===== src/rtl/semimips_pkg.sv =====
// Shared definitions for the semimips EX-stage multiply/divide unit.
package semimips_pkg;

  // Operation select carried on opin; bit 1 selects divide, bit 0 selects signed.
  typedef enum logic [1:0] {
    MD_MULTU = 2'b00,
    MD_MULT  = 2'b01,
    MD_DIVU  = 2'b10,
    MD_DIV   = 2'b11
  } md_op_e;

  typedef enum logic [1:0] {
    IDLE = 2'b00,
    RUN  = 2'b01,
    FIX  = 2'b10
  } md_state_e;

  function automatic logic md_is_div(input logic [1:0] op);
    return op[1];
  endfunction

  function automatic logic md_is_signed(input logic [1:0] op);
    return op[0];
  endfunction

endpackage


===== src/rtl/ex_muldiv.sv =====
// Iterative MULT/MULTU/DIV/DIVU unit with architectural HI/LO registers.
// Multiply and divide share one 2*WIDTH accumulator and one iteration counter.
module ex_muldiv
  import semimips_pkg::*;
#(
  parameter int WIDTH = 32
) (
  input  logic             clk,
  input  logic             rst,
  input  logic             startin,
  input  logic [1:0]       opin,
  input  logic [WIDTH-1:0] ain,
  input  logic [WIDTH-1:0] bin,
  input  logic             mthiin,
  input  logic             mtloin,
  output logic             busyout,
  output logic             doneout,
  output logic             dbzout,
  output logic [WIDTH-1:0] hiout,
  output logic [WIDTH-1:0] loout
);

  localparam int CW = (WIDTH > 1) ? $clog2(WIDTH) : 1;

  md_state_e          state;
  logic [CW-1:0]      cnt;
  logic [2*WIDTH-1:0] acc;
  logic [WIDTH-1:0]   opnd;      // multiplicand for multiply, divisor for divide
  logic               div_op;
  logic               neg_lo;    // negate product (mul) or quotient (div)
  logic               neg_hi;    // negate remainder (signed divide only)
  logic               dbz_pend;
  logic [WIDTH-1:0]   hi;
  logic [WIDTH-1:0]   lo;
  logic               done;
  logic               dbz;

  logic               a_neg;
  logic               b_neg;
  logic [WIDTH-1:0]   mag_a;
  logic [WIDTH-1:0]   mag_b;
  logic [WIDTH:0]     mul_sum;
  logic [2*WIDTH-1:0] mul_next;
  logic [WIDTH:0]     div_rem;
  logic [WIDTH:0]     div_diff;
  logic [2*WIDTH-1:0] div_next;
  logic [2*WIDTH-1:0] prod_fix;
  logic [WIDTH-1:0]   fix_hi;
  logic [WIDTH-1:0]   fix_lo;

  // Operand magnitudes and one shift-add / restoring-divide step.
  always_comb begin
    a_neg   = md_is_signed(opin) & ain[WIDTH-1];
    b_neg   = md_is_signed(opin) & bin[WIDTH-1];
    mag_a   = a_neg ? -ain : ain;
    mag_b   = b_neg ? -bin : bin;

    // Multiply: multiplier sits in the low half and shifts out LSB-first.
    mul_sum  = {1'b0, acc[2*WIDTH-1:WIDTH]} + {1'b0, opnd};
    mul_next = acc[0] ? {mul_sum, acc[WIDTH-1:1]} : {1'b0, acc[2*WIDTH-1:1]};

    // Divide: the shifted partial remainder needs WIDTH+1 bits before the trial subtract.
    div_rem  = acc[2*WIDTH-1:WIDTH-1];
    div_diff = div_rem - {1'b0, opnd};
    div_next = div_diff[WIDTH] ? {div_rem[WIDTH-1:0], acc[WIDTH-2:0], 1'b0}
                               : {div_diff[WIDTH-1:0], acc[WIDTH-2:0], 1'b1};
  end

  // Sign application for the FIX write.
  always_comb begin
    prod_fix = neg_lo ? -acc : acc;
    if (div_op) begin
      fix_lo = neg_lo ? -acc[WIDTH-1:0] : acc[WIDTH-1:0];
      fix_hi = neg_hi ? -acc[2*WIDTH-1:WIDTH] : acc[2*WIDTH-1:WIDTH];
    end else begin
      fix_lo = prod_fix[WIDTH-1:0];
      fix_hi = prod_fix[2*WIDTH-1:WIDTH];
    end
  end

  // Control FSM, datapath state and HI/LO registers.
  always_ff @(posedge clk) begin
    if (rst) begin
      state    <= IDLE;
      cnt      <= '0;
      acc      <= '0;
      opnd     <= '0;
      div_op   <= 1'b0;
      neg_lo   <= 1'b0;
      neg_hi   <= 1'b0;
      dbz_pend <= 1'b0;
      hi       <= '0;
      lo       <= '0;
      done     <= 1'b0;
      dbz      <= 1'b0;
    end else begin
      done <= 1'b0;
      dbz  <= 1'b0;
      case (state)
        IDLE: begin
          if (startin) begin
            div_op <= md_is_div(opin);
            if (md_is_div(opin) && (bin == '0)) begin
              // Keep ain so HI receives the dividend at FIX.
              dbz_pend <= 1'b1;
              acc      <= {{WIDTH{1'b0}}, ain};
              state    <= FIX;
            end else begin
              dbz_pend <= 1'b0;
              opnd     <= md_is_div(opin) ? mag_b : mag_a;
              acc      <= {{WIDTH{1'b0}}, (md_is_div(opin) ? mag_a : mag_b)};
              neg_lo   <= a_neg ^ b_neg;
              neg_hi   <= a_neg & md_is_div(opin);
              cnt      <= '0;
              state    <= RUN;
            end
          end else begin
            if (mthiin) hi <= ain;
            if (mtloin) lo <= ain;
          end
        end
        RUN: begin
          acc <= div_op ? div_next : mul_next;
          cnt <= cnt + 1'b1;
          if (cnt == CW'(WIDTH - 1)) state <= FIX;
        end
        FIX: begin
          if (dbz_pend) begin
            hi  <= acc[WIDTH-1:0];
            lo  <= '1;
            dbz <= 1'b1;
          end else begin
            hi <= fix_hi;
            lo <= fix_lo;
          end
          done  <= 1'b1;
          state <= IDLE;
        end
        default: state <= IDLE;
      endcase
    end
  end

  assign busyout = (state != IDLE);
  assign doneout = done;
  assign dbzout  = dbz;
  assign hiout   = hi;
  assign loout   = lo;

endmodule


===== config.mk =====
export PLATFORM = sky130hd
export DESIGN_NAME = ex_muldiv
export DESIGN_NICKNAME = d
export VERILOG_FILES = /design/src/rtl/semimips_pkg.sv /design/src/rtl/ex_muldiv.sv
export SDC_FILE = /design/constraint.sdc
export NUM_CORES = 1
export LEC_CHECK = 0
export BUFFER_PORTS_ARGS = -buffer_cell sky130_fd_sc_hd__buf_2
export CORE_MARGIN = 10
export CORE_UTILIZATION = 51
export CTS_CLUSTER_DIAMETER = 60
export DETAILED_ROUTE_END_ITERATION = 8
export GPL_ROUTABILITY_DRIVEN = 0
export PLACE_DENSITY = 0.7
export SYNTH_ARGS = -nofsm -noshare
export SYNTH_HDL_FRONTEND = slang
export SYNTH_SLANG_ARGS = --single-unit

===== constraint.sdc =====
create_clock -name clk -period 4.75 [get_ports clk]
set_clock_uncertainty 0.2 [all_clocks]
set_input_delay 0.7125 -clock clk [delete_from_list [all_inputs] [get_ports clk]]
set_output_delay 0.7125 -clock clk [all_outputs]
set_load 0.01 [all_outputs]

==> load_flow_metrics.sql <==
INSERT INTO impl_metrics (metric_group, metric, value, unit) VALUES
('yosys', 'ys_types', '81', ''),
('power', 'comb_power_share', '34.2', '%'),
('yosys', 'synth.cell_area', '15600', 'um^2'),
('power', 'clock_power_share', '30.3', '%'),
('timing', 'slew_viol_final', '0', ''),
('routing', 'firstDrtPassIters', '7', ''),
('routing', 'drt_drc_violations_left', '0', ''),
('status', 'run_status', 'complete, no violations', ''),
('global_route', 'grt_antenna_before_repair', '3', ''),
('timing', 'period_share', '82.5', '%'),
('global_route', 'grt_overflow_total', '0', ''),
('routing', 'drt-vias-per-instance', '6.71', ''),
('power', 'p_sw_share', '38.9', '%'),
('die', 'die_height', '195', 'um'),
('power', 'cellPowerDensity', '281', 'nW/um^2'),
('power', 'peakVddDrop', '0.000270', 'V'),
('yosys', 'ys_seq_elements', '173', ''),
('timing', 'grt_setup_unrepaired', 'no', ''),
('timing', 'maximum_frequency_from_static_timing_analysis', '255', 'MHz'),
('die', 'fp.dieW', '195', 'um'),
('routing', 'via_count', '17207', ''),
('die', 'floorplan.core_area', '29900', 'um^2'),
('global_route', 'number_of_global_route_vias_before_repair', '15966', ''),
('worst_hold_path', 'hold_path.class', 'reg -> reg', ''),
('run', 'max_cap_violations', '0', ''),
('power', 'power_frac_seq', '35.4', '%'),
('place', 'detailed_place.area', '16400', 'um^2'),
('die', 'initial_core_util', '52.1', '%'),
('timing', 'finalSetupViolCount', '0', ''),
('timing', 'timing_hold_violations_final', '0', ''),
('cells_and_area', 'fin_area', '17000', 'um^2'),
('yosys', 'dominantRegCellSynth', 'dfxtp_1', ''),
('yosys', 'syn_inst', '2145', ''),
('worst_setup_path', 'kind_of_critical_path', 'reg -> reg', ''),
('cells_and_area', 'post_route_cells_drive_above_1_share', '11.7', '%'),
('global_route', 'grt.total_usage', '30.2', '%'),
('cts', 'cts.repair_timing.setup_buffer_count', '0', ''),
('timing', 'holdWs', '0.258', 'ns'),
('place', 'place.port_buffers', '137', ''),
('die', 'floorplan_row_count', '63', ''),
('cts', 'clkSinkCount', '173', ''),
('timing', 'setup_total_neg_slack', '0', 'ns'),
('routing', 'highest_metal_layer_with_signal_wires', 'met5', ''),
('cts', 'clock_tree_from_tritoncts', 'built', ''),
('routing', 'dr_wl_met3', '6650', 'um'),
('worst_setup_path', 'critical_path.max_fanout', '27', ''),
('routing', 'wire_per_inst', '23.6', 'um'),
('cts', 'clk_pin_slew_worst_paths', '0.08', 'ns'),
('timing', 'tightestPinTransition', '1.29', 'ns'),
('power', 'power.static_leakage', '6.80', 'nW'),
('cells_and_area', 'fin_nets', '2302', ''),
('power', 'cell_internal_pwr', '0.00292', 'W'),
('worst_setup_path', 'crit_path_start_kind', 'register', ''),
('die', 'floorplan.io_pins', '138', ''),
('routing', 'routedLengthMet1', '24500', 'um'),
('worst_setup_path', 'cp-end-kind', 'register', ''),
('routing', 'antenna_left', '0', ''),
('cts', 'clock_path_buffers', '2', ''),
('cells_and_area', 'multi_input_comb_area', '11200', 'um^2'),
('cts', 'worst_skew_pair_later_pin_latency', '0.46', 'ns'),
('routing', 'detailedRoute.firstIterationViolations', '2340', ''),
('timing', 'slew_headroom', '13.7', '%'),
('cells_and_area', 'seq_area', '3470', 'um^2'),
('cts', 'resize_count_post_cts', '0', ''),
('routing', 'met2RoutedLength', '26300', 'um'),
('place', 'detailedPlacementHpwl', '46200', 'um'),
('cts', 'postCtsHoldBufs', '0', ''),
('yosys', 'post_synthesis_net_count', '2288', ''),
('global_route', 'largest_net_degree_at_the_start_of_global_routing', '98', ''),
('yosys', 'synth_enable_flop_cells', '0', ''),
('timing', 'min_period', '3.92', 'ns'),
('global_route', 'grt_first_pass_wirelength', '92700', 'um'),
('cells_and_area', 'syn2layout_area_growth', '9.06', '%'),
('cts', 'cts_made_buffers', '17', ''),
('power', 'total_power', '0.00478', 'W'),
('cells_and_area', 'filler_cell_count', '2910', ''),
('cts', 'root_buffer', 'clkbuf_16', ''),
('die', 'die_area', '37900', 'um^2'),
('yosys', 'syn-mean-instance-area', '7.26', 'um^2'),
('worst_setup_path', 'arrival', '4.05', 'ns'),
('worst_setup_path', 'required', '4.88', 'ns'),
('yosys', 'fraction_of_the_yosys_area_taken_by_sequential_cells', '22.2', '%'),
('power', 'power_switching', '0.00186', 'W'),
('cts', 'cts_htree_levels', '4', ''),
('yosys', 'synth_async_sr_flop_share', '0', '%'),
('yosys', 'ys_warn_count', '0', ''),
('routing', 'totalWireLength', '60400', 'um');
worst max-delay path: stages, from the launching register on:
cell and delay [ns]:
dfxtp_1 0.48, inv_1 0.23, ha_1 0.29, fa_1 0.40, nand2b_1 0.19, a21oi_1 0.25, o211ai_1 0.18, nand2_1 0.17
a221oi_2 0.16, xnor2_4 0.40, buf_12 0.25, mux2_2 0.35, a21oi_1 0.13, o21ai_0 0.08
registers in the layout, indices dropped and copies added, names as in the netlist:
| name | flops |
|---|---|
| acc | 64 |
| hiout | 32 |
| loout | 32 |
| opnd | 32 |
| cnt | 5 |
| state | 2 |
| dbz_pend | 1 |
| dbzout | 1 |
| div_op | 1 |
| doneout | 1 |
| neg_hi | 1 |
| neg_lo | 1 |
area by class of cell:
type / count / share of cell area [%]
Sequential cell: 173 / 20.4
Clock buffer: 21 / 2.77
Antenna cell: 2 / 0.0295
Clock inverter: 11 / 0.633
Inverter: 64 / 1.41
Multi-Input combinational cell: 1727 / 66.0
Tap cell: 390 / 2.87
Timing Repair Buffer: 176 / 5.85
final timing paths:
kind / startpoint / end / slack (ns) / depth (start not counted)
hold / removal: hiout[17] / hiout[17] / 0.26 / 2
hold reg to reg: hiout[17] / hiout[17] / 0.26 / 2
setup reg to reg: acc[31] / acc[38] / 0.83 / 13
setup / recovery: acc[31] / acc[38] / 0.83 / 13
stage by stage:
| stage | util, % | setup WS (ns) | instances |
|---|---|---|---|
| 2_1_floorplan | - | 1.36 | 2145 |
| 3_3_place_gp | 54.9 | 0.791 | 2530 |
| 3_5_place_dp | 54.9 | 0.737 | 2530 |
| 4_1_cts | 56.8 | 0.898 | 2562 |
| 5_1_grt | 56.9 | 0.532 | 2563 |
| 6_report | 56.9 | 0.830 | 2564 |
power by group through the flow:
stage	Clock (W)	Sequential [W]	Combinational (W)
floorplan	0	0.00164	0.00116
global placement	0	0.00172	0.00156
detailed placement	0	0.00172	0.00158
CTS	0.00143	0.00169	0.00159
global route	0.00149	0.00170	0.00176
finish	0.00145	0.00169	0.00164
Yosys cell counts (14+ instances only):
| library cell | n | area, um^2 |
|---|---|---|
| nand2_1 | 240 | 901 |
| a21oi_1 | 191 | 956 |
| o21ai_0 | 184 | 921 |
| dfxtp_1 | 173 | 3460 |
| nor2_1 | 161 | 604 |
| clkbuf_1 | 158 | 593 |
| xnor2_1 | 106 | 928 |
| ha_1 | 70 | 876 |
| xor2_1 | 63 | 552 |
| inv_1 | 62 | 233 |
| a211oi_1 | 58 | 435 |
| mux2i_1 | 51 | 510 |
| o211ai_1 | 46 | 345 |
| a22oi_1 | 45 | 338 |
| nor3_1 | 42 | 210 |
| a21o_1 | 31 | 233 |
| a31oi_1 | 31 | 194 |
| nand3_1 | 31 | 155 |
| o31ai_1 | 30 | 225 |
| nor4_1 | 28 | 175 |
| nand2b_1 | 25 | 156 |
| a22o_1 | 23 | 201 |
| nor2b_1 | 19 | 119 |
| or3_1 | 18 | 113 |
| nand4_1 | 17 | 106 |
| or4_1 | 14 | 105 |
cell families after synthesis:
logic type	share of synthesized area [%]
and+or+nand+nor	20.6
buffers and inverters	6.06
muxes	3.86
adders and majority gates	5.88
DFF	22.2
xor gates and xnor gates	9.61
AOI/OAI and AO/OA	31.8
routing by layer:
metal	track usage (%)	vias up
li1	-	7904
met1	38.4	8068
met2	46.6	1050
met3	8.17	181
met4	13.7	4
met5	0	-
placed cells by master, fill, tap and decap left out, types with 8 or more instances in the layout:
cell,count
nand2b_1,25
a21o_1,31
a211oi_1,58
or3_1,18
xor2_1,63
o21a_1,11
and2_1,11
nand2_1,240
o211ai_1,46
nor2_1,159
or4_1,14
and3_1,13
clkbuf_16,17
a31oi_1,31
a22oi_1,45
a211o_1,9
nor3_1,41
nor2b_1,17
xnor2_1,106
o22ai_1,9
a21oi_1,191
ha_1,70
o21ai_0,184
inv_1,62
dfxtp_1,171
a22o_1,23
nor4_1,28
o41ai_1,12
or2_2,10
mux2i_1,51
nand4_1,17
buf_2,136
mux2_2,8
buf_4,39
a32o_1,13
nand3_1,31
o31ai_1,30
Power figures use the tool's default switching activity.
